## src/rtl/daisy_arb_pkg.sv

```systemverilog
// Shared types and the rotating-start priority search used by the daisy-chain arbiter.
package daisy_arb_pkg;

    typedef enum logic {
        IDLE  = 1'b0,
        GRANT = 1'b1
    } state_e;

    localparam int MAX_N  = 32;
    localparam int MAX_IW = 5;

    typedef struct packed {
        logic              found;
        logic [MAX_IW-1:0] idx;
    } sel_t;

    // Search cand[0..n-1] starting at 'start' and wrapping back to 0.
    function automatic sel_t prio_select(input logic [MAX_N-1:0] cand,
                                         input int                n,
                                         input int                start);
        sel_t r;
        int   k;
        r = '0;
        for (int i = 0; i < MAX_N; i++) begin
            if (i < n) begin
                k = start + i;
                if (k >= n) k = k - n;
                if (!r.found && cand[k[MAX_IW-1:0]]) begin
                    r.found = 1'b1;
                    r.idx   = k[MAX_IW-1:0];
                end
            end
        end
        return r;
    endfunction

endpackage

```

## src/rtl/daisy_chain_arbiter_select.sv

```systemverilog
// Combinational N-wide priority chain with a programmable starting index.
import daisy_arb_pkg::*;

module arb_select #(
    parameter int N  = 4,
    parameter int IW = (N > 1) ? $clog2(N) : 1
) (
    input  logic [N-1:0]  cand_i,
    input  logic [IW-1:0] start_i,
    output logic          found_o,
    output logic [IW-1:0] idx_o
);

    sel_t sel;

    always_comb begin
        sel     = prio_select(MAX_N'(cand_i), N, int'(start_i));
        found_o = sel.found;
        idx_o   = IW'(sel.idx);
    end

endmodule

```

## src/rtl/daisy_chain_arbiter.sv

```systemverilog
// Registered one-hot daisy-chain arbiter with fixed or round-robin priority,
// optional hold timeout, and cin/cout cascading between stages.
import daisy_arb_pkg::*;

module daisy_chain_arbiter #(
    parameter int N        = 4,
    parameter int ROTATE   = 0,
    parameter int MAX_HOLD = 0
) (
    input  logic                 clk_i,
    input  logic                 rst_ni,
    input  logic                 cin_i,
    input  logic [N-1:0]         req_i,
    output logic [N-1:0]         gnt_o,
    output logic                 gnt_valid_o,
    output logic [$clog2(N)-1:0] gnt_id_o,
    output logic                 cout_o
);

    localparam int IW = $clog2(N);
    localparam int CW = (MAX_HOLD < 2) ? 1 : $clog2(MAX_HOLD + 1);
    localparam logic [IW-1:0] LAST     = IW'(N - 1);
    localparam logic [CW-1:0] HOLD_MAX = CW'(MAX_HOLD);

    state_e        state_q, state_d;
    logic [N-1:0]  gnt_q, gnt_d;
    logic          valid_q, valid_d;
    logic [IW-1:0] id_q, id_d;
    logic [CW-1:0] cnt_q, cnt_d;
    logic [IW-1:0] ptr_q, ptr_d;

    logic [N-1:0]  cand;
    logic [IW-1:0] start;
    logic          sel_found;
    logic [IW-1:0] sel_idx;
    logic          take;
    logic          drop;

    // The holder is masked out while granted; on release its req is already low anyway.
    always_comb begin
        cand  = (state_q == GRANT) ? (req_i & ~gnt_q) : req_i;
        start = '0;
        if (ROTATE != 0) begin
            start = (ptr_q == LAST) ? '0 : ptr_q + 1'b1;
        end
    end

    arb_select #(.N(N)) u_select (
        .cand_i  (cand),
        .start_i (start),
        .found_o (sel_found),
        .idx_o   (sel_idx)
    );

    always_comb begin
        state_d = state_q;
        gnt_d   = gnt_q;
        valid_d = valid_q;
        id_d    = id_q;
        cnt_d   = cnt_q;
        ptr_d   = ptr_q;
        take    = 1'b0;
        drop    = 1'b0;

        unique case (state_q)
            IDLE: begin
                take = cin_i && sel_found;
            end
            GRANT: begin
                if (!cin_i) begin
                    drop = 1'b1;
                end else if (!req_i[id_q]) begin
                    take = sel_found;
                    drop = !sel_found;
                end else if ((MAX_HOLD > 0) && (cnt_q == HOLD_MAX)) begin
                    if (sel_found) take = 1'b1;
                    else           cnt_d = CW'(1);
                end else if (cnt_q < HOLD_MAX) begin
                    cnt_d = cnt_q + 1'b1;
                end
            end
            default: begin
                drop = 1'b1;
            end
        endcase

        if (take) begin
            state_d = GRANT;
            gnt_d   = N'(1) << sel_idx;
            valid_d = 1'b1;
            id_d    = sel_idx;
            cnt_d   = CW'(1);
            if (ROTATE != 0) ptr_d = sel_idx;
        end else if (drop) begin
            state_d = IDLE;
            gnt_d   = '0;
            valid_d = 1'b0;
            id_d    = '0;
            cnt_d   = '0;
        end
    end

    always_ff @(posedge clk_i or negedge rst_ni) begin
        if (!rst_ni) begin
            state_q <= IDLE;
            gnt_q   <= '0;
            valid_q <= 1'b0;
            id_q    <= '0;
            cnt_q   <= '0;
            ptr_q   <= LAST;
        end else begin
            state_q <= state_d;
            gnt_q   <= gnt_d;
            valid_q <= valid_d;
            id_q    <= id_d;
            cnt_q   <= cnt_d;
            ptr_q   <= ptr_d;
        end
    end

    assign gnt_o       = gnt_q;
    assign gnt_valid_o = valid_q;
    assign gnt_id_o    = id_q;
    assign cout_o      = cin_i & ~(|req_i) & ~valid_q;

endmodule

```

## config.mk

```make
export PLATFORM = sky130hd
export DESIGN_NAME = daisy_chain_arbiter
export DESIGN_NICKNAME = d
export VERILOG_FILES = /design/src/rtl/daisy_arb_pkg.sv /design/src/rtl/daisy_chain_arbiter_select.sv /design/src/rtl/daisy_chain_arbiter.sv
export SDC_FILE = /design/constraint.sdc
export NUM_CORES = 1
export LEC_CHECK = 0
export CAP_MARGIN = 10
export CORE_AREA = 10 10 47 49
export CTS_BUF_LIST = sky130_fd_sc_hd__clkbuf_16
export DETAILED_ROUTE_END_ITERATION = 6
export DIE_AREA = 0 0 57 59
export SKIP_LAST_GASP = 1
export SLEW_MARGIN = 20
export SYNTH_ARGS = -nofsm -noshare
export SYNTH_HDL_FRONTEND = slang
export SYNTH_SLANG_ARGS = --single-unit
```

## constraint.sdc

```tcl
create_clock -name clk_i -period 1.4 [get_ports clk_i]
set_input_delay 0.28 -clock clk_i [delete_from_list [all_inputs] [get_ports clk_i]]
set_output_delay 0.28 -clock clk_i [all_outputs]
set_load 0.05 [all_outputs]
```

==> results of run 1 <==
-- timing repair --
| action | in CTS | in global routing |
|---|---|---|
| endpoints found under the hold margin | 0 | 0 |
| buffers inserted | 4 | 1 |
| setup endpoints to repair | 8 | 7 |
| gates resized for setup | 12 | 7 |
| pin swaps | 9 | 2 |
| hold buffers | 0 | 0 |
-- worst max-delay path: cells and delay by family (launching register included) --
| family | cells | cell delay, ps |
|---|---|---|
| buffers and inverters | 3 | 350 |
| DFF | 1 | 400 |
| and+or+nand+nor | 2 | 310 |
-- state kept, by name (all words and copies together) (netlist names) --
register and count:
gnt_id_o 2, gnt_o 4, gnt_valid_o 1
-- synthesized netlist by cell type (2+ instances only) --
cell,instances,share of area
nand2b_1,2,0.029
nand2_1,3,0.026
dfrtp_1,7,0.41
nor2_1,3,0.026
mux2i_1,3,0.070
o22ai_1,6,0.088
nand3_1,2,0.023
a21bo_2,2,0.047
inv_1,9,0.079
-- layer usage --
| layer | share of wire | vias up | track usage |
|---|---|---|---|
| li1 | - | 259 | - |
| met1 | 0.42 | 252 | 0.102 |
| met2 | 0.50 | 11 | 0.169 |
| met3 | 0.061 | 4 | 0.0429 |
| met4 | 0.021 | 0 | 0.0705 |
| met5 | 0 | - | 0 |
-- area by class of cell --
class	instances	share of cell area
clock inverters	1	0.00370
clock buffers	3	0.0740
well taps	16	0.0197
repair buffers	39	0.407
multi-input cells	32	0.281
flip-flops and latches	7	0.179
inverters	9	0.0358
-- power breakdown --
group,internal [mW],leakage (nW),switching [mW],total (mW)
Clock,0.372,0.0423,0.114,0.486
Combinational,0.238,0.345,0.229,0.467
Sequential,0.231,0.0848,0.0207,0.251
-- logic make-up after synthesis --
logic type | Yosys count
muxes | 3
DFF | 7
buffers and inverters | 9
and+or+nand+nor | 14
AOI/OAI and AO/OA | 15
-- final timing paths --
path	startpoint	to	slack (ps)	cells past startpoint
max	gnt_valid_o	cout_o	-170	5
max reg2reg	gnt_valid_o	gnt_id_o[0]	-110	7
min in group clk_i	req_i[0]	gnt_o[0]	560	4
min reg2reg	gnt_o[0]	gnt_o[0]	670	3
min	rst_ni	gnt_o[2]	320	1
max in group asynchronous	rst_ni	gnt_id_o[1]	800	1
-- stage by stage --
| step | total power [mW] | instances | instance area, µm² |
|---|---|---|---|
| after global routing | 1.25 | 107 | 1010 |
| after floorplan | 0.437 | 48 | 450 |
| after global placement | 0.667 | 98 | 841 |
| after detailed placement | 0.669 | 98 | 841 |
| after CTS | 1.18 | 106 | 973 |
| final | 1.20 | 107 | 1010 |
==> results.md, run 1 <==
- TritonCTS clock tree: built
- Initial antenna violation count: 0
- Core ar.: 0.00140 mm²
- Worst stage delay on the critical path: 400 ps
- Wire per inst: 15.6 µm
- # DRC: 0
- Min-Delay Path Class: input pin to async pin
- Die area: 0.00336 mm²
- Post-Synth XOR/XNOR Area: 0
- Cell variety after synth: 20
- Total Wirelength: 1.67 mm
- Post-DP HPWL: 1.16 mm
- Max cap viols: 0
- Area occupied by multi-input gates: 285 µm²
- Prevailing post-synth register cell: dfrtp_1
- Syn Area/Cell: 8.89 µm²
- Max clock buf depth: 2
- Utilization after layout: 0.724
- Syn Inst Count: 48
- Layout cells sized above 1: 0.604
- Critical path arrival: 1290 ps
- Setup WS pre-CTS: -546 ps
- Mux cell area share after synthesis: 0.0704
- Ant diodes: 0
- Post-synthesis sequential area ratio: 0.411
- IO buf count: 14
- GR Overflow Total: 0
- Vias in the first global route: 587
- Post-Syn Area: 427 µm²
- Outcome: finished, violations left
- Pin count of the biggest net entering global routing: 8
- Gr usage total: 0.102
- DRT iter0 DRCs: 9
- Post-synth EDFFs: 0
- Worst Slack Setup Final: -172 ps
- Adder-cell share of the synthesized area: 0
- Root cell of the clock tree: clkbuf_16
- Worst path slowest cell: dfrtp_2
- Detailed Routing Iterations Pass 1: 6
- Power per cell area: 1190 mW/mm²
- CP Class: flop to output pin
- Most frequent cells in the layout: buf_4 (22), inv_1 (9), buf_12 (8)
- Global-route wire length before repair: 2.66 mm
- Die width: 57 µm
- Worst-skew pair later-pin latency: 230 ps
- FF+latch count, synth: 7
- Via count: 526
- Die Span Y: 59 µm
- H-tree Lvls: 1
- WP data required: 1120 ps
- ANT nets after route: 0
- Worst-path clk slew: 40 ps
- CP endpoint kind: output pin
- Worst slew pin tran: 345 ps
- Slew Viols, Final: 0
- Syn Nets: 55
- RSZ-0062 raised after global routing: true
- Fmax: 636 MHz
- Leakage: 0.472 nW
- P&R area growth vs syn: 138%
- Failing checks: setup timing
- Gpl congestion: 0.864
- Final worst-path cycle share: 1.12
- VDD IR-drop max: 0.772 mV
- TritonCTS buffer count: 3
- Worst Skew: 1.39 ps
- Post-synth ARST share: 1.00
- Initial core utilization: 0.304
- Via density: 4.92
- CP Launch Type: flop
- Final hold slack: 323 ps
- Setup_tns: -401 ps
- Synthesis Warnings: 0
- Fillers: 101
- Largest family of logic cells by synthesized area: compound AO/OA/AOI/OAI gates
- Clock Sinks: 7
- Most common cell after layout, fill and taps aside: buf_4
- Post-layout minimum cycle time: 1570 ps
- Critical path peak fanout: 2
- Register area: 181 µm²
- Max_slew headroom: 0.764
- IO Pins: 15
- Synth Area in Simple Gates: 0.167
- Complex-gate fraction of the synthesized area: 0.273
- Final nets: 99
- Final hold viol count: 0
- Final setup vio count: 6
- Cells along the critical path: buf_6, inv_4, nand2_4, nor4b_4, buf_12
- Num rows: 14
No activity file was read; power rests on OpenSTA's default activity.
==> run 2: changes to the inputs <==
REMOVE_ABC_BUFFERS = 1   (was default)
==> results.md, run 2 (synthesis results as in run 1) <==
- Fillers: 117
- Final worst-path cycle share: 1.13
- Pin count of the biggest net entering global routing: 8
- Failing checks: setup timing
- Global-route wire length before repair: 2.64 mm
- VDD IR-drop max: 0.780 mV
- P&R area growth vs syn: 122%
- CP Class: flop to output pin
- Worst-skew pair later-pin latency: 230 ps
- GR Overflow Total: 0
- Worst Skew: 1.61 ps
- CP Launch Type: flop
- Outcome: finished, violations left
- Wire per inst: 15.1 µm
- Via count: 523
- WP data required: 1120 ps
- Worst-path clk slew: 40 ps
- Area occupied by multi-input gates: 250 µm²
- Most frequent cells in the layout: buf_4 (22), inv_1 (9), buf_12 (8)
- Hold Buf Count CTS: 0
- Ant diodes: 0
- Fmax: 630 MHz
- Layout cells sized above 1: 0.506
- Post-layout minimum cycle time: 1590 ps
- Max clock buf depth: 2
- TritonCTS buffer count: 3
- Min-Delay Path Class: input pin to async pin
- Most common cell after layout, fill and taps aside: buf_4
- Total Wirelength: 1.58 mm
- Gr usage total: 0.102
- Worst Slack Setup Final: -188 ps
- Gpl congestion: 0.887
- Detailed Routing Iterations Pass 1: 3
- Num rows: 14
- CP endpoint kind: output pin
- ANT nets after route: 0
- Die area: 0.00336 mm²
- Post-DP HPWL: 1.11 mm
- Core ar.: 0.00140 mm²
- Vias in the first global route: 572
- H-tree Lvls: 1
- IO buf count: 14
- Leakage: 0.454 nW
- TritonCTS clock tree: built
- RSZ-0062 raised after global routing: true
- Power per cell area: 1250 mW/mm²
- Pwr Total: 1.19 mW
- Slew Viols, Final: 0
- Via density: 4.98
- Die width: 57 µm
- Critical path peak fanout: 2
- Final setup vio count: 8
- Max_slew headroom: 0.759
- Worst slew pin tran: 360 ps
- # DRC: 0
- Initial core utilization: 0.304
- DRT iter0 DRCs: 8
- Final nets: 97
- IO Pins: 15
- Die Span Y: 59 µm
- Max reg flops: 4
- Max cap viols: 0
- Initial antenna violation count: 0
- Clock Sinks: 7
- Critical path arrival: 1310 ps
- Setup WS pre-CTS: -463 ps
- Final hold viol count: 0
- Root cell of the clock tree: clkbuf_16
- Register area: 175 µm²
-- run 2: cell types whose count changed in the layout (fill, tap and decap cells not counted), sizes merged --
cell,change
buf,-2
-- run 2: path summary, 6_finish.rpt --
check	slack [ps]	from	to	cells past startpoint
hold reg to reg	680	gnt_o[2]	gnt_o[2]	3
setup reg to reg	-100	gnt_valid_o	gnt_o[3]	7
setup / recovery	-190	gnt_valid_o	cout_o	5
max in group asynchronous	810	rst_ni	gnt_o[2]	1
min in group clk_i	570	req_i[0]	gnt_o[0]	3
hold / removal	330	rst_ni	gnt_id_o[0]	1
-- run 2: metal layers --
metal	global-route usage	vias to the layer above	routed length (µm)
met3	0.0687	8	141
met4	0.0872	0	52
met5	0	-	0
met2	0.157	19	779
li1	-	255	-
met1	0.0917	241	609
-- run 2: critical path, stage by stage, from the launching register on --
cell,delay [ps]
dfrtp_1,390
inv_2,70
nand2_2,70
nor4b_4,250
buf_4,170
buf_12,120
-- run 2: stage by stage --
stage	hold slack (ps)	instance area, µm²	setup TNS, ps	cells	util
after CTS	327	948	-527	105	0.677
final	325	948	-753	105	0.677
after floorplan	-15.6	427	-2780	48	-
after detailed placement	582	817	-3140	98	0.583
after global placement	574	817	-2950	98	0.583
after global routing	342	948	-1430	105	0.677
-- run 2: area by class of cell --
type,instances,area share
Sequential cell,7,0.185
Multi-Input combinational cell,32,0.264
Timing Repair Buffer,37,0.412
Tap cell,16,0.0211
Clock inverter,1,0.00396
Clock buffer,3,0.0792
Inverter,9,0.0356
-- run 2: where the power goes --
group          internal, mW  leakage, nW  switching, mW
combinational         0.232        0.320          0.222
sequential            0.227       0.0914         0.0181
clock                 0.372       0.0423          0.116
total                 0.831        0.454          0.356
-- run 2: timing repair --
| item | 4_1_cts | 5_1_grt |
|---|---|---|
| pin swaps | 4 | 0 |
| gates resized for setup | 15 | 0 |
| setup endpoints to repair | 7 | 8 |
| setup buffers | 3 | 0 |
==> run 3: changes to the inputs <==
TNS_END_PERCENT = 100   (was default)
==> results of run 3 <==
Final layout, timing and power as in run 2 (identical DEF).
